**src/rtl/operand_stage_pkg.sv**
```systemverilog
// Shared constants for the operand stage and the ALU downstream of it.
package operand_stage_pkg;

  localparam int W    = 8;  // datapath width, matches the ALU operand width
  localparam int NREG = 8;  // architectural registers, r0 reads as zero
  localparam int AW   = 3;  // register address width

  // ALU operation codes; the ALU decodes the same values.
  typedef enum logic [2:0] {
    ALU_ADD = 3'b000,
    ALU_SUB = 3'b001,
    ALU_AND = 3'b010,
    ALU_SLT = 3'b011,
    ALU_OR  = 3'b100,
    ALU_XOR = 3'b101,
    ALU_NOT = 3'b110
  } alu_op_e;

endpackage

```
**src/rtl/operand_stage_if.sv**
```systemverilog
// Bus bundle of the operand stage: decode-side issue, write-back, EX-side output.
//
// Handshake rules:
//   issue : an instruction transfers on a rising edge where in_valid & in_ready
//           and flush is low; while in_valid is high and in_ready is low the
//           master holds the instruction fields stable.
//   output: EX consumes on a rising edge where ex_valid & ex_ready; while
//           ex_valid is high and ex_ready is low every output holds its value.
//           flush squashes the EX contents whatever ex_ready is.
interface operand_stage_if;
  import operand_stage_pkg::*;

  logic          in_valid;
  logic          in_ready;
  logic [AW-1:0] rs;
  logic [AW-1:0] rt;
  logic [AW-1:0] rd;
  logic [2:0]    alu_ctrl;
  logic          use_imm;
  logic [W-1:0]  imm;
  logic          reg_write;
  logic          wb_en;
  logic [AW-1:0] wb_addr;
  logic [W-1:0]  wb_data;
  logic          ex_ready;
  logic          flush;
  logic          ex_valid;
  logic [W-1:0]  read1;
  logic [W-1:0]  read2;
  logic [2:0]    control;
  logic [AW-1:0] ex_rd;
  logic          ex_reg_write;

  // Decode/write-back/EX environment side.
  modport master (
    output in_valid, rs, rt, rd, alu_ctrl, use_imm, imm, reg_write,
    output wb_en, wb_addr, wb_data, ex_ready, flush,
    input  in_ready, ex_valid, read1, read2, control, ex_rd, ex_reg_write
  );

  // Operand stage side.
  modport slave (
    input  in_valid, rs, rt, rd, alu_ctrl, use_imm, imm, reg_write,
    input  wb_en, wb_addr, wb_data, ex_ready, flush,
    output in_ready, ex_valid, read1, read2, control, ex_rd, ex_reg_write
  );

endinterface

```
**src/rtl/operand_stage_regfile_2r1w.sv**
```systemverilog
// Register file: two combinational read ports with write-back bypass,
// one synchronous write port, r0 hardwired to zero.
module regfile_2r1w
  import operand_stage_pkg::*;
(
  input  logic          clk,
  input  logic          reset,
  input  logic          i_we,
  input  logic [AW-1:0] i_waddr,
  input  logic [W-1:0]  i_wdata,
  input  logic [AW-1:0] i_raddr1,
  input  logic [AW-1:0] i_raddr2,
  output logic [W-1:0]  o_rdata1,
  output logic [W-1:0]  o_rdata2
);

  logic [W-1:0] r_regs [NREG];

  // Write port; reset wins over a concurrent write, r0 is never written.
  always_ff @(posedge clk) begin
    if (reset) begin
      for (int i = 0; i < NREG; i++) r_regs[i] <= '0;
    end else if (i_we && (i_waddr != '0)) begin
      r_regs[i_waddr] <= i_wdata;
    end
  end

  // Read port 1: zero for r0, then same-cycle write data, then stored value.
  always_comb begin
    o_rdata1 = r_regs[i_raddr1];
    if (i_raddr1 == '0)                     o_rdata1 = '0;
    else if (i_we && (i_waddr == i_raddr1)) o_rdata1 = i_wdata;
  end

  // Read port 2: same priority as port 1.
  always_comb begin
    o_rdata2 = r_regs[i_raddr2];
    if (i_raddr2 == '0)                     o_rdata2 = '0;
    else if (i_we && (i_waddr == i_raddr2)) o_rdata2 = i_wdata;
  end

endmodule

```
**src/rtl/operand_stage.sv**
```systemverilog
// Operand stage: regfile read, busy scoreboard with RAW/WAW stall, and the
// ID/EX pipeline register feeding the ALU.
module operand_stage
  import operand_stage_pkg::*;
(
  input logic clk,
  input logic reset,
  operand_stage_if.slave bus
);

  logic [W-1:0]    w_rdata1;
  logic [W-1:0]    w_rdata2;
  logic [NREG-1:0] r_busy;
  logic [NREG-1:0] w_busy_next;
  logic [NREG-1:0] w_busy_eff;
  logic [NREG-1:0] w_wb_mask;
  logic            w_hazard;
  logic            w_adv;
  logic            w_in_ready;
  logic            w_accept;

  logic            r_ex_valid;
  logic [W-1:0]    r_read1;
  logic [W-1:0]    r_read2;
  logic [2:0]      r_control;
  logic [AW-1:0]   r_ex_rd;
  logic            r_ex_reg_write;

  regfile_2r1w u_regfile (
    .clk      (clk),
    .reset    (reset),
    .i_we     (bus.wb_en),
    .i_waddr  (bus.wb_addr),
    .i_wdata  (bus.wb_data),
    .i_raddr1 (bus.rs),
    .i_raddr2 (bus.rt),
    .o_rdata1 (w_rdata1),
    .o_rdata2 (w_rdata2)
  );

  // Hazard check: a register being written back this cycle is already free,
  // because its value reaches the operand through the regfile bypass.
  always_comb begin
    w_wb_mask = '0;
    if (bus.wb_en) w_wb_mask[bus.wb_addr] = 1'b1;
    w_busy_eff = r_busy & ~w_wb_mask;
    w_hazard   = bus.in_valid &
                 (w_busy_eff[bus.rs] |
                  (~bus.use_imm & w_busy_eff[bus.rt]) |
                  (bus.reg_write & w_busy_eff[bus.rd]));
  end

  assign w_adv      = ~r_ex_valid | bus.ex_ready;
  assign w_in_ready = w_adv & ~w_hazard & ~reset;
  // A flushed incoming instruction still sees in_ready but is dropped here.
  assign w_accept   = bus.in_valid & w_in_ready & ~bus.flush;

  // Scoreboard update: write-back and flush clear, acceptance sets last so a
  // set and a clear of the same register in one cycle leaves it busy.
  always_comb begin
    w_busy_next = r_busy;
    if (bus.wb_en) w_busy_next[bus.wb_addr] = 1'b0;
    if (bus.flush && r_ex_valid && r_ex_reg_write) w_busy_next[r_ex_rd] = 1'b0;
    if (w_accept && bus.reg_write && (bus.rd != '0)) w_busy_next[bus.rd] = 1'b1;
  end

  // Busy scoreboard register.
  always_ff @(posedge clk) begin
    if (reset) r_busy <= '0;
    else       r_busy <= w_busy_next;
  end

  // ID/EX pipeline register; bubbles only drop ex_valid, the payload holds.
  always_ff @(posedge clk) begin
    if (reset) begin
      r_ex_valid     <= 1'b0;
      r_read1        <= '0;
      r_read2        <= '0;
      r_control      <= '0;
      r_ex_rd        <= '0;
      r_ex_reg_write <= 1'b0;
    end else if (bus.flush) begin
      r_ex_valid <= 1'b0;
    end else if (w_adv) begin
      r_ex_valid <= w_accept;
      if (w_accept) begin
        r_read1        <= w_rdata1;
        r_read2        <= bus.use_imm ? bus.imm : w_rdata2;
        r_control      <= bus.alu_ctrl;
        r_ex_rd        <= bus.rd;
        r_ex_reg_write <= bus.reg_write;
      end
    end
  end

  assign bus.in_ready     = w_in_ready;
  assign bus.ex_valid     = r_ex_valid;
  assign bus.read1        = r_read1;
  assign bus.read2        = r_read2;
  assign bus.control      = r_control;
  assign bus.ex_rd        = r_ex_rd;
  assign bus.ex_reg_write = r_ex_reg_write;

endmodule

```
**src/flat_wrapper.sv**
```systemverilog
// flat-port wrapper written by rule: the top's interface ports become plain ports
module operand_stage_flat import operand_stage_pkg::*;
  (clk, reset, bus_in_valid, bus_rs, bus_rt, bus_rd, bus_alu_ctrl, bus_use_imm, bus_imm, bus_reg_write, bus_wb_en, bus_wb_addr, bus_wb_data, bus_ex_ready, bus_flush, bus_in_ready, bus_ex_valid, bus_read1, bus_read2, bus_control, bus_ex_rd, bus_ex_reg_write);
  operand_stage_if bus_i ();
  input logic clk;
  input logic reset;
  input wire logic [$bits(bus_i.in_valid)-1:0] bus_in_valid;
  input wire logic [$bits(bus_i.rs)-1:0] bus_rs;
  input wire logic [$bits(bus_i.rt)-1:0] bus_rt;
  input wire logic [$bits(bus_i.rd)-1:0] bus_rd;
  input wire logic [$bits(bus_i.alu_ctrl)-1:0] bus_alu_ctrl;
  input wire logic [$bits(bus_i.use_imm)-1:0] bus_use_imm;
  input wire logic [$bits(bus_i.imm)-1:0] bus_imm;
  input wire logic [$bits(bus_i.reg_write)-1:0] bus_reg_write;
  input wire logic [$bits(bus_i.wb_en)-1:0] bus_wb_en;
  input wire logic [$bits(bus_i.wb_addr)-1:0] bus_wb_addr;
  input wire logic [$bits(bus_i.wb_data)-1:0] bus_wb_data;
  input wire logic [$bits(bus_i.ex_ready)-1:0] bus_ex_ready;
  input wire logic [$bits(bus_i.flush)-1:0] bus_flush;
  output wire logic [$bits(bus_i.in_ready)-1:0] bus_in_ready;
  output wire logic [$bits(bus_i.ex_valid)-1:0] bus_ex_valid;
  output wire logic [$bits(bus_i.read1)-1:0] bus_read1;
  output wire logic [$bits(bus_i.read2)-1:0] bus_read2;
  output wire logic [$bits(bus_i.control)-1:0] bus_control;
  output wire logic [$bits(bus_i.ex_rd)-1:0] bus_ex_rd;
  output wire logic [$bits(bus_i.ex_reg_write)-1:0] bus_ex_reg_write;
  assign bus_i.in_valid = bus_in_valid;
  assign bus_i.rs = bus_rs;
  assign bus_i.rt = bus_rt;
  assign bus_i.rd = bus_rd;
  assign bus_i.alu_ctrl = bus_alu_ctrl;
  assign bus_i.use_imm = bus_use_imm;
  assign bus_i.imm = bus_imm;
  assign bus_i.reg_write = bus_reg_write;
  assign bus_i.wb_en = bus_wb_en;
  assign bus_i.wb_addr = bus_wb_addr;
  assign bus_i.wb_data = bus_wb_data;
  assign bus_i.ex_ready = bus_ex_ready;
  assign bus_i.flush = bus_flush;
  assign bus_in_ready = bus_i.in_ready;
  assign bus_ex_valid = bus_i.ex_valid;
  assign bus_read1 = bus_i.read1;
  assign bus_read2 = bus_i.read2;
  assign bus_control = bus_i.control;
  assign bus_ex_rd = bus_i.ex_rd;
  assign bus_ex_reg_write = bus_i.ex_reg_write;
  operand_stage u_core (.clk(clk), .reset(reset), .bus(bus_i));
endmodule
```
**config.mk**
```make
export PLATFORM = sky130hd
export DESIGN_NAME = operand_stage_flat
export DESIGN_NICKNAME = d
export VERILOG_FILES = /design/src/rtl/operand_stage_pkg.sv /design/src/rtl/operand_stage_if.sv /design/src/rtl/operand_stage_regfile_2r1w.sv /design/src/rtl/operand_stage.sv /design/src/flat_wrapper.sv
export SDC_FILE = /design/constraint.sdc
export NUM_CORES = 1
export LEC_CHECK = 0
export BUFFER_PORTS_ARGS = -buffer_cell sky130_fd_sc_hd__buf_2
export CELL_PAD_IN_SITES_DETAIL_PLACEMENT = 0
export CELL_PAD_IN_SITES_GLOBAL_PLACEMENT = 1
export CORE_MARGIN = 2
export CORE_UTILIZATION = 48
export CTS_CLUSTER_SIZE = 20
export DETAILED_ROUTE_END_ITERATION = 16
export HOLD_SLACK_MARGIN = 0.06
export PLACE_DENSITY_LB_ADDON = 0.1
export SETUP_SLACK_MARGIN = 0.4
export SYNTH_ARGS = -nofsm -noshare
export SYNTH_HDL_FRONTEND = slang
export SYNTH_SLANG_ARGS = --single-unit
export TNS_END_PERCENT = 10
```
**constraint.sdc**
```tcl
create_clock -name clk -period 3.1 [get_ports clk]
set_input_delay 0.62 -clock clk [delete_from_list [all_inputs] [get_ports clk]]
set_output_delay 0.62 -clock clk [all_outputs]
set_load 0.005 [all_outputs]
```
# Word level (Yosys, flattened, before mapping)
# Memory sizes are Yosys's and may differ from the RTL's.
# Index checks and enable logic that the tools add are counted.
[word_totals] ff_bits=32 latchBits=0 mem_bits_rw=64 romBits=0 output_inout_bits=25 elab_cells=86 memories=1
[classes] addsub=0 n_mul=0 div=0 n_lt_le_gt_ge=8 eq_ne=2 shift=0 muxes=29 bitwise=22 reduce_logical=17
[memory_table] memory="u_core.u_regfile.r_regs" depth=8 word_bits=8 rd=2 rd_ports_with_merged_regs=0 write_ports=8 line="operand_stage_regfile_2r1w.sv:17" source="logic [W-1:0] r_regs [NREG];"
[op_table] cell="8-bit 2-to-1 mux" count=10
[op_table] cell="8-bit bitwise AND" count=3
[op_table] cell="8-bit inverter" count=3
[op_table] cell="3-bit by 4-bit < comparator with 1-bit output (second input constant)" count=5
[op_table] cell="1-bit 2-to-1 mux" count=12
[op_table] cell="1-bit logical AND" count=10
[op_table] cell="1-bit binary-select mux with 3-bit select" count=3
[op_table] cell="1-bit demux with 3-bit select" count=3
[op_table] cell="3-bit by 1-bit greater-or-equal comparator with 1-bit output (second input constant)" count=3
[op_table] cell="8-bit OR" count=1
[op_table] cell="8-bit OR reduction" count=1
[op_table] cell="1-bit bitwise AND" count=7
[op_table] cell="3-bit == test" count=2
[op_table] cell="3-bit zero test" count=2
[op_table] cell="3-bit nonzero test" count=2
[op_table] cell="1-bit inverter" count=5
[op_table] cell="3-bit 2-to-1 mux" count=1
[op_table] cell="1-bit OR" count=3
[op_table] cell="3-bit AND reduction" count=1
[op_table] cell="2-bit OR reduction" count=1

# Longest topological paths before layout
# Gate-level depths: netlist (run 1).
[logic_depth] depth_word=21 mapped_depth=9 depth_no_buf=6

# Hierarchy
# Synthesis (run 1) repeated with hierarchy kept, for this count alone.
[hier_totals] hier_cells=418 hier_area_um2=5499.0
[by_module_without_submodules] mod="regfile_2r1w" instances=1 cells_per_inst=243 area_per_inst_um2=3731.1 seq_area_each_um2=1921.8
[by_module_without_submodules] mod="operand_stage" instances=1 cells_per_inst=175 area_per_inst_um2=1767.9 seq_area_each_um2=640.6

# Least setup slack after synthesis (run 1)
# OpenSTA, ideal clock, no wires.
[synth_timing] kind="input to output" from="input bus_wb_en" to="output bus_in_ready" arrival_time_ns=2.038 required_ns=2.480 path_slack_ns=0.442 path_stages=7 path_buffers=1 path_cell_list="buf_2 -> and4bb_4 -> o32ai_1 -> o22ai_1 -> o41ai_4 -> o21ai_0 -> and3_1"
[synth_between] elab_chain_len=12 elab_cells_between_ends=17
[synth_rtl] item="from (decl)" line="flat_wrapper.sv:15" source="input wire logic [$bits(bus_i.wb_en)-1:0] bus_wb_en;"
[synth_rtl] item="8-bit 2-to-1 mux *" line="operand_stage.sv:45" source="if (bus.wb_en) w_wb_mask[bus.wb_addr] = 1'b1;"
[synth_rtl] item="8-bit inverter *" line="operand_stage.sv:46" source="w_busy_eff = r_busy & ~w_wb_mask;"
[synth_rtl] item="8-bit bitwise AND *" line="operand_stage.sv:46"
[synth_rtl] item="1-bit binary-select mux with 3-bit select" line="operand_stage.sv:49" source="(~bus.use_imm & w_busy_eff[bus.rt]) |"
[synth_rtl] item="1-bit 2-to-1 mux (implied by the code)" line="operand_stage.sv:49"
[synth_rtl] item="1-bit bitwise AND" line="operand_stage.sv:49"
[synth_rtl] item="1-bit OR" line="operand_stage.sv:48" source="(w_busy_eff[bus.rs] |"
[synth_rtl] item="1-bit OR *" line="operand_stage.sv:49"
[synth_rtl] item="1-bit bitwise AND *" line="operand_stage.sv:47" source="w_hazard = bus.in_valid &"
[synth_rtl] item="1-bit inverter *" line="operand_stage.sv:54" source="assign w_in_ready = w_adv & ~w_hazard & ~reset;"
[synth_rtl] item="1-bit bitwise AND * (2 in a row)" line="operand_stage.sv:54"
[synth_rtl] item="to (decl)" line="flat_wrapper.sv:20" source="output wire logic [$bits(bus_i.in_ready)-1:0] bus_in_ready;"
# Mark *: on every way between the ends. The rest lies on a longest branch, timed or not. The select of a mux whose other input is x is not followed.

# Worst setup path in the final report (run 1)
[layout_timing] from="input bus_wb_addr[2]" to="output bus_in_ready"
[layout_between] elab_chain_len=16 elab_cells_between_ends=22
[layout_rtl] item="from (decl)" line="flat_wrapper.sv:16" source="input wire logic [$bits(bus_i.wb_addr)-1:0] bus_wb_addr;"
[layout_rtl] item="3-bit by 4-bit < comparator with 1-bit output (implied by the code) or 3-bit by 1-bit greater-or-equal comparator with 1-bit output (tied branches)" line="operand_stage.sv:45"
[layout_rtl] item="1-bit logical AND (implied by the code)" line="operand_stage.sv:45"
[layout_rtl] item="1-bit 2-to-1 mux (implied by the code)" line="operand_stage.sv:45"
[layout_rtl] item="1-bit demux with 3-bit select *"
[layout_rtl] item="8-bit 2-to-1 mux *" line="operand_stage.sv:45"
[layout_rtl] item="8-bit inverter *" line="operand_stage.sv:46"
[layout_rtl] item="8-bit bitwise AND *" line="operand_stage.sv:46"
[layout_rtl] item="1-bit binary-select mux with 3-bit select" line="operand_stage.sv:49"
[layout_rtl] item="1-bit 2-to-1 mux (implied by the code)" line="operand_stage.sv:49"
[layout_rtl] item="1-bit bitwise AND" line="operand_stage.sv:49"
[layout_rtl] item="1-bit OR" line="operand_stage.sv:48"
[layout_rtl] item="1-bit OR *" line="operand_stage.sv:49"
[layout_rtl] item="1-bit bitwise AND *" line="operand_stage.sv:47"
[layout_rtl] item="1-bit inverter *" line="operand_stage.sv:54"
[layout_rtl] item="1-bit bitwise AND * (2 in a row)" line="operand_stage.sv:54"
# Marks and branches as above.

==> results of run 1 <==
[logic make-up after synthesis]
group                  count (synthesis)  share of synthesized area [%]
AO/OA/AOI/OAI                        117                           17.4
XOR/XNOR                               6                          0.939
other                                  1                         0.0670
flip-flops                            96                           45.8
multiplexers                          48                           15.7
AND/OR/NAND/NOR                      146                           16.1
buffers and inverters                 42                           4.00
[flip-flops by register name (all words and copies together), names as in the netlist]
register,count
u_core.bus.ex_rd,3
u_core.bus.read2,8
u_core.bus.ex_valid,1
u_core.u_regfile.r_regs,64
u_core.bus.read1,8
u_core.bus.ex_reg_write,1
u_core.bus.control,3
u_core.r_busy,8
[through the flow]
step | instance area (sq um) | cells | util, % | hold slack, ns
finish | 6630 | 694 | 58.1 | 0.478
global route | 6630 | 694 | 58.1 | 0.498
CTS | 6570 | 690 | 57.5 | 0.478
detailed placement | 6110 | 661 | 53.5 | 0.467
global placement | 6110 | 661 | 53.5 | 0.457
floorplan | 5620 | 463 | - | 0.463
[worst register-to-register path, cell delays in order (launching register included)]
cell     delay (ns)
dfxtp_1        0.39
inv_1          0.09
o32ai_2        0.30
o22ai_2        0.15
buf_4          0.15
buf_4          0.12
o41a_4         0.47
nand2_4        0.23
o31ai_1        0.11
[worst paths after layout]
path / start / endpoint / slack (ns) / depth (start not counted)
worst max-delay path: bus_wb_addr[2] / bus_in_ready / 0.32 / 9
worst min-delay path: u_core.bus.control[2]$_SDFFE_PP0P_ / u_core.bus.control[2]$_SDFFE_PP0P_ / 0.48 / 2
worst max register to register: u_core.r_busy[4]$_SDFF_PP0_ / u_core.r_busy[3]$_SDFF_PP0_ / 0.97 / 8
worst min register to register: u_core.bus.control[2]$_SDFFE_PP0P_ / u_core.bus.control[2]$_SDFFE_PP0P_ / 0.48 / 2
[layout by cell type, fill, tap and decap left out, types with 2 or more instances in the layout]
cell type / n
edfxtp_1: 64
and2_1: 58
buf_2: 58
buf_4: 38
mux4_2: 32
dfxtp_1: 32
a21oi_1: 25
nand2_1: 22
o211ai_1: 17
mux2i_1: 16
o21ai_0: 14
nand2b_1: 11
nor2_1: 9
nor3_1: 9
o21ai_1: 9
nand3_1: 9
clkbuf_16: 9
inv_1: 8
a211oi_2: 8
conb_1: 8
o31ai_1: 7
buf_6: 7
a21oi_2: 6
xnor2_1: 6
or2_2: 3
o32ai_2: 3
o22ai_2: 3
nand4_1: 3
and4b_4: 2
and3_1: 2
o21ai_2: 2
o2111ai_1: 2
o41ai_2: 2
nor4_1: 2
clkinv_2: 2
[area by class of cell]
cell class,instances,area [sq um]
inverters,10,37.5
flip-flops and latches,96,2560
well taps,143,179
clock inverters,6,42.5
clock buffers,10,229
multi-input cells,325,2920
repair buffers,104,662
fillers,973,4790
[what timing repair did]
| item | 4_1_cts | 5_1_grt |
|---|---|---|
| setup endpoints to repair | 1 | 1 |
| endpoints found under the hold margin | 0 | 0 |
| pin swaps | 11 | 8 |
| buffers inserted | 13 | 4 |
| resized for setup | 19 | 7 |
[per-layer routing]
metal | GRT usage, % | routed length [microns] | up-vias
li1 | - | - | 1946
met2 | 41.1 | 7430 | 205
met5 | 0 | 0 | -
met1 | 39.1 | 7190 | 2141
met4 | 8.29 | 316 | 0
met3 | 5.12 | 1390 | 23
[power groups by stage]
stage / Sequential [mW] / Combinational [mW] / Clock, mW
after floorplan: 1.49 / 0.310 / 0
after global placement: 1.49 / 0.457 / 0
after detailed placement: 1.50 / 0.461 / 0
after CTS: 1.47 / 0.485 / 1.08
after global routing: 1.48 / 0.530 / 1.13
final: 1.47 / 0.493 / 1.06
==> impl_metrics.csv, run 1 <==
group,metric,value,unit
layout,layout.nets,585,
setup_path,cpPeakStageDelay,0.39,ns
synth,yosysWarnings,0,
floorplan,core,0.0114,sq mm
route,drc,0,
pwr,power,3.02,mW
synth,yosysTopAreaCell,"edfxtp_1",
route,drtPass1Iterations,5,
synth,synth_flop_cell,"edfxtp_1",
outcome,status,"finished clean",
grt,grt_max_degree,21,
timing,min_period,2.78,ns
synth,synthCells,456,
floorplan,die_x,112,microns
clock_tree,htree_levels,3,
layout,area_growth_syn_to_layout,18.5,%
floorplan,die_area,0.0125,sq mm
placed_design,hpwl,11200,microns
job,drv_cap,0,
timing,final-max-slew-violation-count,0,
grt,gr-total-overflow,0,
synth,ys_top_cells_by_count,"edfxtp_1, and2_1, dfxtp_1, mux4_2, a21oi_1",
placed_design,place_congestion,0.898,
clock_tree,clk_pin_slew,0.06,ns
timing,setup_ws,0.324,ns
pwr,swShare,27.2,%
route,route.antenna.remaining_nets,0,
pwr,p_clk_share,35.1,%
synth,synth_cell_type_count,69,
synth,synth_area,0.00560,sq mm
grt,grt_pass1_wl,24900,microns
layout,drive_gt1_share,36.7,%
grt,grt_pass1_vias,4183,
setup_path,crit_chain,"buf_6, buf_6, and4b_4, o32ai_2, o2111ai_2, o31ai_1, o21ai_1, and3_1, buf_2",
pwr,power_density,456,mW/mm^2
setup_path,end_kind,"primary output",
floorplan,start_util,49.0,%
synth,seq_area_frac_synth,45.8,%
route,routed_via_density,6.22,
pwr,peakVddDrop,317,uV
placed_design,dp_slack,0.0271,ns
layout,diodes,0,
setup_path,cp.required,2.48,ns
route,via_count,4315,
floorplan,pin_count,64,
synth,netlist.area_leader.share,34.3,%
clock_tree,cts.sinks,96,
floorplan,fp-row-count,39,
timing,fin_worst_skew,0.00917,ns
timing,rsz0062_at_grt,"yes",
clock_tree,clk_latency,0.35,ns
setup_path,crit_path_start_kind,"primary input",
synth,synth_edf_count,64,
setup_path,crit_arrival,2.16,ns
timing,fin_crit_sh,89.5,%
floorplan,die_height,112,microns
clock_tree,cts_tree,"done",
synth,synthTopCellsByArea,"edfxtp_1, mux4_2, dfxtp_1",
setup_path,critPathMaxFanout,6,
route,wl_per_cell,23.5,microns
timing,max_slew_margin,56.9,%
synth,async_flop_share,0,%
setup_path,cp_common_cell,"buf_6",
grt,gr-usage-all-layers,26.8,%
clock_tree,hold_buffers,0,
synth,avgSynthCellArea,12.3,sq um
pwr,power_frac_comb,16.3,%
setup_path,cp_slowest_cell,"and4b_4",
clock_tree,cts_buffers,9,
timing,max_freq,0.360,GHz
worst_hold_path,min_path_type,"flip-flop to flip-flop",
pwr,p_sw,822,uW
pwr,p_int,2.20,mW
synth,synth.most_common_cell,"edfxtp_1",
timing,tns,0,ns
timing,finalSetupViolCount,0,
clock_tree,cts.path.max_buffers,2,
route,drt-initial-drc-count,388,
route,finalWirelength,16300,microns
setup_path,critPathKind,"primary input to primary output",
synth,synth_seq_cells,96,
setup_path,path_delay_family,"compound AO/OA/AOI/OAI gates",
timing,worst_slew_pin_slew,0.645,ns
clock_tree,cts_root_buf,"clkbuf_16",
placed_design,port_buffers,63,
grt,antenna_found_initial,0,
setup_path,cp_num_buf_inv,3,
pwr,p_seq_share,48.6,%
pwr,p_leak,2.44,nW
timing,hold_viol,0,
(Power assumes the default switching activity.)
==> inputs of run 2 (changes only) <==
==> constraint.sdc (replaced) <==
create_clock -name clk -period 3.1 [get_ports clk]
set_input_delay 0.155 -clock clk [delete_from_list [all_inputs] [get_ports clk]]
set_output_delay 0.155 -clock clk [all_outputs]
set_load 0.005 [all_outputs]
==> impl_metrics.csv, run 2 (synthesis results as in run 1) <==
group,metric,value,unit
outcome,status,"finished clean",
layout,n_fill_cell,1021,
timing,max_freq,0.405,GHz
pwr,swShare,27.3,%
timing,final-max-slew-violation-count,0,
route,drc,0,
pwr,power_density,475,mW/mm^2
clock_tree,clk_latency,0.36,ns
clock_tree,cts_tree,"done",
timing,worst_slew_pin_slew,0.929,ns
pwr,peakVddDrop,332,uV
layout,final_common_cell,"edfxtp_1",
floorplan,pin_count,64,
layout,fin_area,0.00628,sq mm
grt,antenna_found_initial,0,
clock_tree,post_cts_buffers,0,
clock_tree,cts.repair.resized,0,
setup_path,end_kind,"primary output",
pwr,power_frac_comb,15.2,%
route,wl_per_cell,23.7,microns
grt,gr-total-overflow,0,
setup_path,r2r_cells,6,
pwr,p_leak,2.25,nW
pwr,power,2.98,mW
setup_path,critPathKind,"flip-flop to primary output",
floorplan,fp-row-count,39,
timing,setup_ws,0.633,ns
timing,min_period,2.47,ns
floorplan,core,0.0114,sq mm
layout,layout.nets,554,
layout,drive_gt1_share,31.0,%
setup_path,cp.required,2.94,ns
timing,tns,0,ns
placed_design,port_buffers,63,
route,drt-initial-drc-count,343,
timing,hold_viol,0,
pwr,p_clk_share,35.5,%
route,route.antenna.remaining_nets,0,
timing,hold_ws,0.0756,ns
worst_hold_path,hold_depth,3,
route,drtPass1Iterations,5,
placed_design,place_congestion,0.881,
setup_path,crit_arrival,2.31,ns
placed_design,place_area,0.00600,sq mm
layout,stdcell_count,663,
timing,fin_crit_sh,79.6,%
worst_hold_path,min_path_type,"primary input to flip-flop",
grt,grt_pass1_vias,4068,
placed_design,dp.cells,647,
clock_tree,cts_root_buf,"clkbuf_16",
layout,largest_register,"u_core.u_regfile.r_regs",
clock_tree,cts.sinks,96,
route,finalWirelength,15700,microns
job,drv_cap,0,
layout,diodes,0,
clock_tree,cts.path.max_buffers,2,
floorplan,die_height,112,microns
floorplan,die_x,112,microns
clock_tree,htree_levels,3,
timing,fin_worst_skew,0.00977,ns
pwr,p_sw,815,uW
grt,grt_max_degree,27,
floorplan,die_area,0.0125,sq mm
floorplan,start_util,49.0,%
pwr,p_int,2.17,mW
timing,rsz0062_at_grt,"no",
clock_tree,cts_buffers,9,
timing,max_slew_margin,37.6,%
route,via_count,4149,
clock_tree,hold_buffers,0,
placed_design,hpwl,10800,microns
placed_design,dp_slack,0.658,ns
grt,grt_pass1_wl,24200,microns
pwr,p_seq_share,49.3,%
setup_path,critPathMaxFanout,8,
setup_path,crit_path_start_kind,"flip-flop",
grt,gr-usage-all-layers,26.0,%
route,routed_via_density,6.26,
layout,area_growth_syn_to_layout,12.2,%
layout,most-common-layout-cells,"edfxtp_1, buf_2, and2_1",
timing,finalSetupViolCount,0,
clock_tree,clk_pin_slew,0.07,ns
layout,fin_util,55.0,%
layout,largest_reg_flops,64,
[run 2: cell types whose count changed in the layout (fill, tap and decap cells not counted), moves of 2 or more]
| cell | delta |
|---|---|
| buf_6 | -7 |
| buf_2 | +5 |
| o32ai_1 | +3 |
| buf_4 | -28 |
| o32ai_2 | -2 |
| clkinv_1 | +2 |
[run 2: metal layers]
metal | track usage [%] | share of wire (%) | up-vias
met3 | 4.84 | 8.0 | 20
met5 | 0 | 0 | -
met1 | 38.9 | 44 | 2071
met4 | 8.37 | 1.8 | 0
li1 | - | - | 1884
met2 | 38.7 | 46 | 174
[run 2: final cells by class]
class	instances	area, sq um	area share [%]
Tap cell	143	179	2.85
Multi-Input combinational cell	325	2840	45.2
Clock inverter	7	47.5	0.757
Sequential cell	96	2560	40.8
Inverter	10	37.5	0.598
Timing Repair Buffer	73	390	6.22
Clock buffer	9	225	3.59
[run 2: final timing paths]
kind | start | to | slack (ns)
worst max-delay path | u_core.r_busy[1]$_SDFF_PP0_ | bus_in_ready | 0.63
worst min-delay path | bus_alu_ctrl[2] | u_core.bus.control[2]$_SDFFE_PP0P_ | 0.08
worst max register to register | u_core.r_busy[5]$_SDFF_PP0_ | u_core.r_busy[2]$_SDFF_PP0_ | 0.87
worst min register to register | u_core.bus.control[1]$_SDFFE_PP0P_ | u_core.bus.control[1]$_SDFFE_PP0P_ | 0.47
[run 2: power by group through the flow]
stage	combinational, mW	clock (mW)	sequential [mW]
2_1_floorplan	0.310	0	1.49
3_3_place_gp	0.445	0	1.49
3_5_place_dp	0.450	0	1.50
4_1_cts	0.452	1.07	1.47
5_1_grt	0.488	1.13	1.48
6_report	0.452	1.06	1.47
[run 2: critical path, cell delays in order (launching register included)]
cell and delay [ns]:
dfxtp_1 0.36, inv_1 0.09, o32ai_1 0.28, o22ai_1 0.21, o41ai_4 0.57, o21ai_0 0.14, and3_1 0.19, buf_2 0.12
